File: src/rtl/crossy_pkg.sv
// Shared PS/2 constants, frame FSM state type and parity helper for the keyboard receiver.
package crossy_pkg;

  // Scan-code prefixes
  localparam logic [7:0] PS2_PREFIX_EXT = 8'hE0;
  localparam logic [7:0] PS2_PREFIX_BRK = 8'hF0;

  // Set-2 scan codes used by the game controls (arrows are extended codes)
  localparam logic [7:0] SC_UP    = 8'h75;
  localparam logic [7:0] SC_DOWN  = 8'h72;
  localparam logic [7:0] SC_LEFT  = 8'h6B;
  localparam logic [7:0] SC_RIGHT = 8'h74;
  localparam logic [7:0] SC_SPACE = 8'h29;

  typedef enum logic [1:0] {
    ST_IDLE   = 2'd0,
    ST_DATA   = 2'd1,
    ST_PARITY = 2'd2,
    ST_STOP   = 2'd3
  } ps2_state_e;

  // True when the data bits plus the parity bit hold an odd number of ones
  function automatic logic odd_parity_ok(input logic [7:0] data, input logic par);
    return ^{data, par};
  endfunction

endpackage

File: src/rtl/ps2_frame_rx.sv
// PS/2 frame receiver: input synchronisers, PS2_CLK glitch filter, falling-edge
// strobe, 11-bit frame FSM with parity/stop checking and inter-edge timeout.
module ps2_frame_rx
  import crossy_pkg::*;
#(
  parameter int FILT_LEN       = 8,
  parameter int TIMEOUT_CYCLES = 200000
) (
  input  logic       clk,
  input  logic       rst_n,
  input  logic       ps2_clk,
  input  logic       ps2_data,
  output logic [7:0] rx_byte,
  output logic       byte_done,
  output logic       frame_err
);

  localparam int CNT_W = $clog2(TIMEOUT_CYCLES);
  localparam logic [CNT_W-1:0] TMO_LAST = CNT_W'(TIMEOUT_CYCLES - 1);

  logic                clk_meta_q, clk_sync_q, dat_meta_q, dat_sync_q;
  logic [FILT_LEN-1:0] filt_q, filt_d;
  logic                clk_f_q, clk_f_d;
  logic                strobe_s;
  ps2_state_e          state_q, state_d;
  logic [2:0]          bit_cnt_q, bit_cnt_d;
  logic [7:0]          shift_q, shift_d;
  logic                par_q, par_d;
  logic [CNT_W-1:0]    tmo_q, tmo_d;
  logic                byte_done_q, byte_done_d;
  logic                err_q, err_d;

  // Filter shift and filtered-level hysteresis; strobe on the filtered 1->0 edge
  always_comb begin
    filt_d  = {filt_q[FILT_LEN-2:0], clk_sync_q};
    clk_f_d = clk_f_q;
    if (filt_q == {FILT_LEN{1'b0}}) begin
      clk_f_d = 1'b0;
    end else if (filt_q == {FILT_LEN{1'b1}}) begin
      clk_f_d = 1'b1;
    end else begin
      clk_f_d = clk_f_q;
    end
    strobe_s = clk_f_q & ~clk_f_d;
  end

  // Synchronisers and filter state; idle-high lines reset to 1
  always_ff @(posedge clk or negedge rst_n) begin
    if (!rst_n) begin
      clk_meta_q <= 1'b1;
      clk_sync_q <= 1'b1;
      dat_meta_q <= 1'b1;
      dat_sync_q <= 1'b1;
      filt_q     <= {FILT_LEN{1'b1}};
      clk_f_q    <= 1'b1;
    end else begin
      clk_meta_q <= ps2_clk;
      clk_sync_q <= clk_meta_q;
      dat_meta_q <= ps2_data;
      dat_sync_q <= dat_meta_q;
      filt_q     <= filt_d;
      clk_f_q    <= clk_f_d;
    end
  end

  // Frame FSM next state, bit capture, frame checks and timeout abort
  always_comb begin
    state_d     = state_q;
    bit_cnt_d   = bit_cnt_q;
    shift_d     = shift_q;
    par_d       = par_q;
    byte_done_d = 1'b0;
    err_d       = 1'b0;
    if (state_q == ST_IDLE || strobe_s) begin
      tmo_d = {CNT_W{1'b0}};
    end else begin
      tmo_d = tmo_q + {{(CNT_W-1){1'b0}}, 1'b1};
    end
    case (state_q)
      ST_IDLE: begin
        if (strobe_s && !dat_sync_q) begin
          state_d   = ST_DATA;
          bit_cnt_d = 3'd0;
        end else begin
          state_d = ST_IDLE;
        end
      end
      ST_DATA: begin
        if (strobe_s) begin
          shift_d   = {dat_sync_q, shift_q[7:1]};
          bit_cnt_d = bit_cnt_q + 3'd1;
          state_d   = (bit_cnt_q == 3'd7) ? ST_PARITY : ST_DATA;
        end else begin
          state_d = ST_DATA;
        end
      end
      ST_PARITY: begin
        if (strobe_s) begin
          par_d   = dat_sync_q;
          state_d = ST_STOP;
        end else begin
          state_d = ST_PARITY;
        end
      end
      ST_STOP: begin
        if (strobe_s) begin
          if (dat_sync_q && odd_parity_ok(shift_q, par_q)) begin
            byte_done_d = 1'b1;
          end else begin
            err_d = 1'b1;
          end
          state_d = ST_IDLE;
        end else begin
          state_d = ST_STOP;
        end
      end
      default: state_d = ST_IDLE;
    endcase
    // A stalled keyboard clock mid-frame abandons the frame
    if (state_q != ST_IDLE && !strobe_s && tmo_q == TMO_LAST) begin
      state_d = ST_IDLE;
      err_d   = 1'b1;
      tmo_d   = {CNT_W{1'b0}};
    end else begin
      tmo_d = tmo_d;
    end
  end

  // Frame FSM, datapath and pulse output registers
  always_ff @(posedge clk or negedge rst_n) begin
    if (!rst_n) begin
      state_q     <= ST_IDLE;
      bit_cnt_q   <= 3'd0;
      shift_q     <= 8'h00;
      par_q       <= 1'b0;
      tmo_q       <= {CNT_W{1'b0}};
      byte_done_q <= 1'b0;
      err_q       <= 1'b0;
    end else begin
      state_q     <= state_d;
      bit_cnt_q   <= bit_cnt_d;
      shift_q     <= shift_d;
      par_q       <= par_d;
      tmo_q       <= tmo_d;
      byte_done_q <= byte_done_d;
      err_q       <= err_d;
    end
  end

  assign rx_byte   = shift_q;
  assign byte_done = byte_done_q;
  assign frame_err = err_q;

endmodule

File: src/rtl/ps2_keyboard_rx.sv
// PS/2 keyboard receiver top: frame receiver plus E0/F0 prefix decoding and
// held-level key outputs for the arrow keys and space bar.
module ps2_keyboard_rx
  import crossy_pkg::*;
#(
  parameter int FILT_LEN       = 8,
  parameter int TIMEOUT_CYCLES = 200000
) (
  input  logic       CLK100MHZ,
  input  logic       CPU_RESETN,
  input  logic       PS2_CLK,
  input  logic       PS2_DATA,
  output logic [7:0] scan_code,
  output logic       scan_valid,
  output logic       scan_break,
  output logic       scan_ext,
  output logic       frame_err,
  output logic       key_up,
  output logic       key_down,
  output logic       key_left,
  output logic       key_right,
  output logic       key_center
);

  logic [7:0] rx_byte_s;
  logic       byte_done_s;
  logic       frame_err_s;

  logic       ext_pend_q, ext_pend_d, brk_pend_q, brk_pend_d;
  logic       valid_q, valid_d, brk_q, brk_d, ext_q, ext_d;
  logic [7:0] code_q, code_d;
  logic       up_q, up_d, down_q, down_d, left_q, left_d;
  logic       right_q, right_d, center_q, center_d;
  logic       make_s;

  ps2_frame_rx #(
    .FILT_LEN       (FILT_LEN),
    .TIMEOUT_CYCLES (TIMEOUT_CYCLES)
  ) u_frame (
    .clk       (CLK100MHZ),
    .rst_n     (CPU_RESETN),
    .ps2_clk   (PS2_CLK),
    .ps2_data  (PS2_DATA),
    .rx_byte   (rx_byte_s),
    .byte_done (byte_done_s),
    .frame_err (frame_err_s)
  );

  // Prefix tracking, scan report and key-level update on each received byte
  always_comb begin
    ext_pend_d = ext_pend_q;
    brk_pend_d = brk_pend_q;
    valid_d    = 1'b0;
    code_d     = code_q;
    brk_d      = brk_q;
    ext_d      = ext_q;
    up_d       = up_q;
    down_d     = down_q;
    left_d     = left_q;
    right_d    = right_q;
    center_d   = center_q;
    make_s     = ~brk_pend_q;
    if (frame_err_s) begin
      ext_pend_d = 1'b0;
      brk_pend_d = 1'b0;
    end else if (byte_done_s) begin
      if (rx_byte_s == PS2_PREFIX_EXT) begin
        ext_pend_d = 1'b1;
      end else if (rx_byte_s == PS2_PREFIX_BRK) begin
        brk_pend_d = 1'b1;
      end else begin
        valid_d    = 1'b1;
        code_d     = rx_byte_s;
        brk_d      = brk_pend_q;
        ext_d      = ext_pend_q;
        ext_pend_d = 1'b0;
        brk_pend_d = 1'b0;
        if (ext_pend_q) begin
          case (rx_byte_s)
            SC_UP:    up_d    = make_s;
            SC_DOWN:  down_d  = make_s;
            SC_LEFT:  left_d  = make_s;
            SC_RIGHT: right_d = make_s;
            default:  up_d    = up_q;
          endcase
        end else if (rx_byte_s == SC_SPACE) begin
          center_d = make_s;
        end else begin
          center_d = center_q;
        end
      end
    end else begin
      valid_d = 1'b0;
    end
  end

  // Decode-layer registers; all outputs come straight from flops
  always_ff @(posedge CLK100MHZ or negedge CPU_RESETN) begin
    if (!CPU_RESETN) begin
      ext_pend_q <= 1'b0;
      brk_pend_q <= 1'b0;
      valid_q    <= 1'b0;
      code_q     <= 8'h00;
      brk_q      <= 1'b0;
      ext_q      <= 1'b0;
      up_q       <= 1'b0;
      down_q     <= 1'b0;
      left_q     <= 1'b0;
      right_q    <= 1'b0;
      center_q   <= 1'b0;
    end else begin
      ext_pend_q <= ext_pend_d;
      brk_pend_q <= brk_pend_d;
      valid_q    <= valid_d;
      code_q     <= code_d;
      brk_q      <= brk_d;
      ext_q      <= ext_d;
      up_q       <= up_d;
      down_q     <= down_d;
      left_q     <= left_d;
      right_q    <= right_d;
      center_q   <= center_d;
    end
  end

  assign scan_code  = code_q;
  assign scan_valid = valid_q;
  assign scan_break = brk_q;
  assign scan_ext   = ext_q;
  assign frame_err  = frame_err_s;
  assign key_up     = up_q;
  assign key_down   = down_q;
  assign key_left   = left_q;
  assign key_right  = right_q;
  assign key_center = center_q;

endmodule

File: config.mk
export PLATFORM = sky130hd
export DESIGN_NAME = ps2_keyboard_rx
export DESIGN_NICKNAME = d
export VERILOG_FILES = /design/src/rtl/crossy_pkg.sv /design/src/rtl/ps2_frame_rx.sv /design/src/rtl/ps2_keyboard_rx.sv
export SDC_FILE = /design/constraint.sdc
export NUM_CORES = 1
export LEC_CHECK = 0
export CAP_MARGIN = 20
export CORE_MARGIN = 4
export CORE_UTILIZATION = 45
export DETAILED_ROUTE_END_ITERATION = 10
export PLACE_DENSITY = 0.68
export SETUP_SLACK_MARGIN = 0.5
export SLEW_MARGIN = 10
export SYNTH_ARGS = -nofsm -noshare
export SYNTH_HDL_FRONTEND = slang
export SYNTH_SLANG_ARGS = --single-unit
File: constraint.sdc
create_clock -name CLK100MHZ -period 4.84 [get_ports CLK100MHZ]
set_input_delay 0.968 -clock CLK100MHZ [delete_from_list [all_inputs] [get_ports CLK100MHZ]]
set_output_delay 0.968 -clock CLK100MHZ [all_outputs]
set_load 0.02 [all_outputs]
==> results of run 1 <==
[cells in the mapped netlist (all sizes together), types with 3 or more instances]
cell | count | area share
nor2 | 34 | 0.045
o21ai | 7 | 0.012
a22o | 3 | 0.0093
nand2 | 15 | 0.020
nand4 | 8 | 0.018
nor4 | 4 | 0.013
nand3 | 9 | 0.018
buf | 5 | 0.011
xor2 | 7 | 0.022
dfstp | 13 | 0.12
mux2 | 18 | 0.072
a21oi | 3 | 0.0053
and3 | 3 | 0.0071
xnor2 | 12 | 0.037
nor4b | 3 | 0.0093
nor3 | 5 | 0.011
inv | 7 | 0.0093
ha | 3 | 0.013
dfrtp | 52 | 0.46
[registers in the layout (all words and copies together) (netlist names), 2 cells and up]
name,flops
u_frame.tmo_q,18
scan_code,8
u_frame.filt_q,8
u_frame.rx_byte,8
u_frame.bit_cnt_q,3
u_frame.state_q,2
[path summary, 6_finish.rpt]
check | start | endpoint | slack [ns]
setup / recovery | u_frame.frame_err$_DFF_PN0_ | frame_err | 2.46
hold / removal | u_frame.dat_meta_q$_DFF_PN1_ | u_frame.dat_sync_q$_DFF_PN1_ | 0.35
setup reg to reg | u_frame.rx_byte[1]$_DFFE_PN0P_ | scan_code[5]$_DFFE_PN0P_ | 2.76
hold reg to reg | u_frame.dat_meta_q$_DFF_PN1_ | u_frame.dat_sync_q$_DFF_PN1_ | 0.35
max in group asynchronous | CPU_RESETN | u_frame.clk_sync_q$_DFF_PN1_ | 3.28
min in group asynchronous | CPU_RESETN | scan_valid$_DFF_PN0_ | 0.67
[area by class of cell]
class,count,share of cell area
Sequential cell,65,0.504
Multi-Input combinational cell,159,0.343
Timing Repair Buffer,21,0.0622
Clock buffer,14,0.0499
Tap cell,75,0.0288
Inverter,7,0.00806
Clock inverter,2,0.00384
[routing by layer]
layer	routed length, um	vias to the layer above
li1	-	881
met1	2110	914
met2	2180	40
met3	249	11
met4	82	0
met5	0	-
[power by group through the flow]
stage	Combinational [uW]	Sequential (uW)	Clock, uW
2_1_floorplan	3.35	568	0
3_3_place_gp	16.5	569	0
4_1_cts	16.9	559	431
6_report	15.5	559	416
3_5_place_dp	17.0	569	0
5_1_grt	18.9	560	454
[stage by stage]
step | instances | hold WS (ns) | setup WS (ns)
after floorplan | 238 | 0.345 | 3.07
after global placement | 327 | 0.346 | 2.82
after detailed placement | 327 | 0.347 | 2.79
after CTS | 343 | 0.348 | 2.43
after global routing | 343 | 0.353 | 2.39
final | 343 | 0.346 | 2.46
[placed cells by master (no fill, tap or decap), types with 4 or more instances in the layout]
cell type        instances
nor2_1                  34
o21ai_0                  7
nand4_1                  8
inv_1                    7
nor3_1                   4
dfrtp_1                 52
clkbuf_8                11
clkdlybuf4s50_1         19
nand3_1                  8
mux2_2                  18
xor2_1                   7
nand2_1                 15
xnor2_1                 12
dfstp_2                 13
[cells by family after synthesis]
kind of cell               count (synthesis)  share of synthesized area
AOI/OAI and AO/OA                         22                     0.0527
xor gates and xnor gates                  21                     0.0748
adders and majority gates                  3                     0.0133
buffers and inverters                     14                     0.0226
DFF                                       65                      0.581
muxes                                     20                     0.0788
and+or+nand+nor                           93                      0.177
==> PnR_summary.wiki, run 1 <==
{| class="wikitable"
! Metric !! Value
|-
| Total wire length || 4.62 mm
|-
| Outcome || completed
|-
| Critical path required time || between 3 and 4 ns
|-
| Global-route wire length before repair || 8.25 mm
|-
| Count of buffer and inverter cells on the critical path || 1
|-
| Register-to-Register Path Depth || 4
|-
| Total GRT Usage || 0.142
|-
| Vert. Die Dim || 87.3 um
|-
| Peak ir drop on the vdd network || about 170 uV
|-
| Relative slew margins || 0.537
|-
| Via count of the first global-routing pass || 1808
|-
| Die Outline Area || around 0.0076 mm^2
|-
| Ports placed on the boundary || 21
|-
| Effective utilization at floorplan || 0.472
|-
| Post-layout net count || 270
|-
| Area of the multi-input gates || between 0.001 and 0.0015 mm^2
|-
| Maximum single-stage delay on the critical path || ~0.64 ns
|-
| Antenna diode count || 0
|-
| Total number of yosys warnings || 0
|-
| GR Util met3 || 0.0482
|-
| Time the worst path needs with I/O delays and setup || around 2.4 ns
|-
| Number of fill cells || around 500
|-
| Antenna violations before repair || 0
|-
| Layer with the highest usage after global routing || met2
|-
| Class of the tightest hold or removal check || flop to flop
|-
| Power share of the clock group || 0.420
|-
| Final HPWL DP || 3.06 mm
|-
| Synthesized cell area || about 0.0028 mm^2
|-
| Vias per std cell || roughly 5.4
|-
| Family with the most delay on the worst path || buffers and inverters
|-
| Slowest CP cell || clkdlybuf4s50_1
|-
| Area added between synthesis and finish || 15.4%
|-
| Post-route clock skew || between 0.008 and 0.009 ns
|-
| Vias post-DR || between 1.5k and 2k
|-
| Final Hold Vio Count || 0
|-
| Routability congestion estimate from global placement || around 0.76
|-
| Drc violations || 0
|-
| Gates resized, CTS repair || 0
|-
| Switching Fraction || 0.221
|-
| Portion of total power attributed to combinational logic || 0.016
|-
| Final core utilization || 0.544
|-
| Remaining antenna violation count || 0
|-
| Core Footprint || approximately 0.006 mm^2
|-
| Clock tree buffer depth || 2
|-
| Worst-skew pair later-pin latency || between 0.3 and 0.4 ns
|-
| Number of buffers inserted for hold repair after clock tree synthesis || 0
|-
| Switch Pwr || ~220 uW
|-
| Largest fanout on the critical path || 5
|-
| Sequential area share after synthesis || 0.581
|-
| Detailed-route wire length per cell || about 13 um
|-
| Arrival time worst endpoint || roughly 1.4 ns
|-
| Static Leak || roughly 0.0014 uW
|-
| Clock transition at the registers of the reported paths || 0.07 ns
|-
| Post-synthesis net count || between 200 and 250
|-
| EDFF count, synth || 0
|-
| Max Fclk || approximately 0.42 GHz
|-
| Horizontal extent of the die || between 80 and 90 um
|-
| Async SR Flop Fraction || 1.00
|-
| TritonCTS clock tree || built
|-
| Most instantiated flip-flop cell in the synthesis netlist || dfrtp_1
|-
| Worst hold stages || 0
|-
| Number of port buffers || 20
|-
| Kind of end point of the critical path || output pin
|-
| Number of max-cap violations || 0
|-
| Distinct cell type count of the synthesized netlist || 44
|-
| Actual slew at the worst max-slew pin || roughly 0.69 ns
|-
| First drt pass iteration count || 4
|-
| Mapped Avg Cell Area || 11.9 um^2
|-
| Met1 routing resource usage after global routing || 0.173
|-
| Internal portion of total power || approximately 770 uW
|-
| Clock Tree Root || clkbuf_8
|-
| H-tree lvl count || 3
|-
| Critical path class || flop to output pin
|-
| Number of violations reported at the end of detailed-routing iteration 0 || 96
|-
| Final Total Pwr || around 990 uW
|-
| Flops & latches, synth || between 60 and 70
|-
| Setup violation total in the final timing report || 0
|-
| Global-route congestion overflow total || 0
|-
| TritonCTS Buffers || 9
|-
| Post-route setup TNS || 0 ns
|-
| Startpoint type of the worst setup path || flop
|-
| Post-CTS setup repair buffer count || 0
|-
| PD cells || ~300 mW/mm^2
|-
| Standard-cell rows || 28
|-
| RSZ-0062 raised after global routing || false
|-
| Cell count after synthesis || 238
|-
| Final Cycle Share || 0.493
|-
| Number of stages on the worst setup path || 1
|-
| Number of pins with negative max-slew slack in the final report || 0
|-
| CP Cell Sequence || clkdlybuf4s50_1
|-
| Fraction of final layout cells sized beyond drive strength 1 || 0.198
|-
| Final design area excluding fillers || ~0.0033 mm^2
|-
| Sinks on Clock Net || between 60 and 70
|-
| Placed standard-cell area || 0.00309 mm^2
|-
| Pin count of the biggest net entering global routing || 34
|-
| Register area || 0.00164 mm^2
|-
| Relative contribution of sequential cells to total power || 0.564
|-
| Met2 global-route usage || 0.226
|}
Note: power is estimated with default switching activity, not from simulation.
==> run 2, diff against run 1 <==
==> constraint.sdc (replaced) <==
create_clock -name CLK100MHZ -period 2.3 [get_ports CLK100MHZ]
set_input_delay 0.46 -clock CLK100MHZ [delete_from_list [all_inputs] [get_ports CLK100MHZ]]
set_output_delay 0.46 -clock CLK100MHZ [all_outputs]
set_load 0.02 [all_outputs]
==> PnR_summary.wiki, run 2 (synthesis results as in run 1) <==
{| class="wikitable"
! Metric !! Value
|-
| Post-route clock skew || 0.0124 ns (+0.00350 ns)
|-
| Routability congestion estimate from global placement || 0.796 (+5.3%)
|-
| Time the worst path needs with I/O delays and setup || between 1.5 and 2 ns
|-
| Horizontal extent of the die || 87.3 um (unchanged)
|-
| Reg2Reg Capture Point || u_frame.rx_byte[2]$_DFFE_PN0P_
|-
| RSZ-0062 raised after global routing || true
|-
| TritonCTS clock tree || built
|-
| Class of the tightest hold or removal check || input port to async pin
|-
| Total wire length || 4.87 mm (+5.2%)
|-
| Total GRT Usage || 0.142 (about the same)
|-
| H-tree lvl count || 3 (unchanged)
|-
| Switching Fraction || 0.216 (-0.00531)
|-
| Internal portion of total power || 1670 uW (+120%)
|-
| Power share of the clock group || 0.429 (+0.009)
|-
| Setup violation total in the final timing report || 0 (unchanged)
|-
| Peak ir drop on the vdd network || 321 uV (+86%)
|-
| Remaining antenna violation count || 0 (unchanged)
|-
| Final Hold Vio Count || 0 (unchanged)
|-
| Standard-cell rows || 28 (unchanged)
|-
| Core Footprint || 0.00599 mm^2 (unchanged)
|-
| Register area || 0.00164 mm^2 (about the same)
|-
| Largest fanout on the critical path || 8 (+3)
|-
| Ports placed on the boundary || 21 (unchanged)
|-
| Number of port buffers || 20 (unchanged)
|-
| PD cells || 612 mW/mm^2 (+100%)
|-
| Static Leak || 0.00154 uW (+11%)
|-
| Area added between synthesis and finish || 23.5%
|-
| Sinks on Clock Net || 65 (unchanged)
|-
| Actual slew at the worst max-slew pin || 0.532 ns (-0.162 ns)
|-
| Register-to-Register Path Depth || 5 (+1)
|-
| Number of violations reported at the end of detailed-routing iteration 0 || 50 (-48%)
|-
| Antenna diode count || 0 (unchanged)
|-
| Relative slew margins || 0.645 (+0.108)
|-
| Clock tree buffer depth || 2 (unchanged)
|-
| Effective utilization at floorplan || 0.472 (unchanged)
|-
| Final Cycle Share || 0.765
|-
| Post-route setup TNS || 0 ns (unchanged)
|-
| Most used cells in the layout excluding fill and tap cells || 51 x dfrtp_1, 34 x nor2_1, 16 x mux2_2, 16 x clkdlybuf4s50_1, 15 x nand2_1
|-
| First drt pass iteration count || 4 (unchanged)
|-
| Number of flip-flops under the largest register name || 18 (unchanged)
|-
| Number of buffers inserted for hold repair after clock tree synthesis || 0 (unchanged)
|-
| Arrival time worst endpoint || 1.97 ns (+0.55 ns)
|-
| Smallest hold slack || 0.106 ns (-0.241 ns)
|-
| Worst-skew pair later-pin latency || 0.33 ns (about the same)
|-
| Kind of end point of the critical path || flop
|-
| Max Fclk || between 0.5 and 0.6 GHz
|-
| Number of fill cells || 494 (-1.4%)
|-
| Global-route wire length before repair || 8.34 mm (+1.1%)
|-
| Reg2Reg Setup Slack || 0.54 ns (-2.22 ns)
|-
| Via count of the first global-routing pass || 1820 (+0.66%)
|-
| Pin count of the biggest net entering global routing || 27 (-21%)
|-
| Detailed-route wire length per cell || 13.6 um (+0.54%)
|-
| Critical path required time || 2.51 ns (-1.36 ns)
|-
| Portion of total power attributed to combinational logic || 0.018 (+0.002)
|-
| TritonCTS Buffers || 9 (unchanged)
|-
| Fraction of final layout cells sized beyond drive strength 1 || 0.271 (+0.0734)
|-
| Critical path class || flop to flop
|-
| Clock transition at the registers of the reported paths || 0.07 ns (about the same)
|-
| Final HPWL DP || 3.22 mm (+5.3%)
|-
| Vert. Die Dim || 87.3 um (unchanged)
|-
| Final Total Pwr || 2130 uW (+120%)
|-
| Register containing the most flip-flops in the final layout || u_frame.tmo_q
|-
| Global-route congestion overflow total || 0 (unchanged)
|-
| Area of the multi-input gates || 0.00118 mm^2 (+5.6%)
|-
| Number of pins with negative max-slew slack in the final report || 0 (unchanged)
|-
| Switch Pwr || 460 uW (+110%)
|-
| Clock Tree Root || clkbuf_8
|-
| Number of max-cap violations || 0 (unchanged)
|-
| Post-layout net count || 286 (+5.9%)
|-
| Die Outline Area || 0.00761 mm^2 (unchanged)
|-
| Vias post-DR || 1847 (+0.054%)
|-
| Most frequent standard cell in the layout excluding fill and tap cells || dfrtp_1
|-
| Startpoint type of the worst setup path || flop
|-
| Drc violations || 0 (unchanged)
|-
| Outcome || completed
|-
| Vias per std cell || 5.14 (-4.4%)
|-
| Antenna violations before repair || 0 (unchanged)
|-
| FF-to-FF Start || u_frame.filt_q[7]$_DFF_PN1_
|-
| Relative contribution of sequential cells to total power || 0.553 (-0.011)
|}
==> run 2: worst max path at each step <==
stage | from | end | slack, ns | depth (start not counted)
after floorplan | u_frame.filt_q[4]$_DFF_PN1_ | u_frame.rx_byte[0]$_DFFE_PN0P_ | 0.53 | 4
after global routing | u_frame.filt_q[7]$_DFF_PN1_ | u_frame.rx_byte[0]$_DFFE_PN0P_ | 0.47 | 5
after detailed placement | u_frame.rx_byte[0]$_DFFE_PN0P_ | scan_code[6]$_DFFE_PN0P_ | 0.25 | 5
final | u_frame.filt_q[7]$_DFF_PN1_ | u_frame.rx_byte[2]$_DFFE_PN0P_ | 0.54 | 5
after global placement | u_frame.rx_byte[0]$_DFFE_PN0P_ | scan_code[5]$_DFFE_PN0P_ | 0.27 | 5
after CTS | u_frame.rx_byte[0]$_DFFE_PN0P_ | scan_code[6]$_DFFE_PN0P_ | 0.51 | 5
==> run 2: power by group through the flow <==
stage                     Clock (uW)  Combinational [uW]  Sequential [uW]
after CTS                        951                41.2             1180
after detailed placement           0                40.4             1200
after global placement             0                40.1             1200
after global routing             988                45.9             1180
final                            915                38.7             1180
after floorplan                    0                7.06             1200
==> run 2: repair_timing <==
item	CTS	global route
setup buffers	3	7
pin swaps	3	4
resized for setup	6	10
setup endpoints to repair	18	38
==> run 2: final cells by class <==
class / count / area share
Clock inverter: 6 / 0.0172
Inverter: 7 / 0.00753
Tap cell: 75 / 0.0269
Multi-Input combinational cell: 159 / 0.339
Clock buffer: 10 / 0.0366
Timing Repair Buffer: 37 / 0.102
Sequential cell: 65 / 0.471
==> run 2: through the flow <==
| stage | util | cell area [um^2] | setup slack (ns) | cells |
|---|---|---|---|---|
| 2_1_floorplan | - | 2830 | 0.526 | 238 |
| 3_3_place_gp | 0.525 | 3140 | 0.272 | 333 |
| 3_5_place_dp | 0.525 | 3140 | 0.248 | 333 |
| 4_1_cts | 0.567 | 3400 | 0.512 | 352 |
| 5_1_grt | 0.582 | 3490 | 0.473 | 359 |
| 6_report | 0.582 | 3490 | 0.542 | 359 |
==> run 2: critical path, stage by stage (launching register included) <==
cell and delay, ns:
dfstp_2 0.38, nor4_4 0.31, nand3_2 0.21, nor3b_4 0.27
buf_12 0.15, mux2_2 0.32
==> run 2: routing by layer <==
metal | vias to the layer above | track usage | part of all wire
met5 | - | 0 | 0
met4 | 0 | 0.0572 | 0.0068
met3 | 7 | 0.0445 | 0.043
met2 | 29 | 0.229 | 0.49
met1 | 895 | 0.177 | 0.46
li1 | 916 | - | -
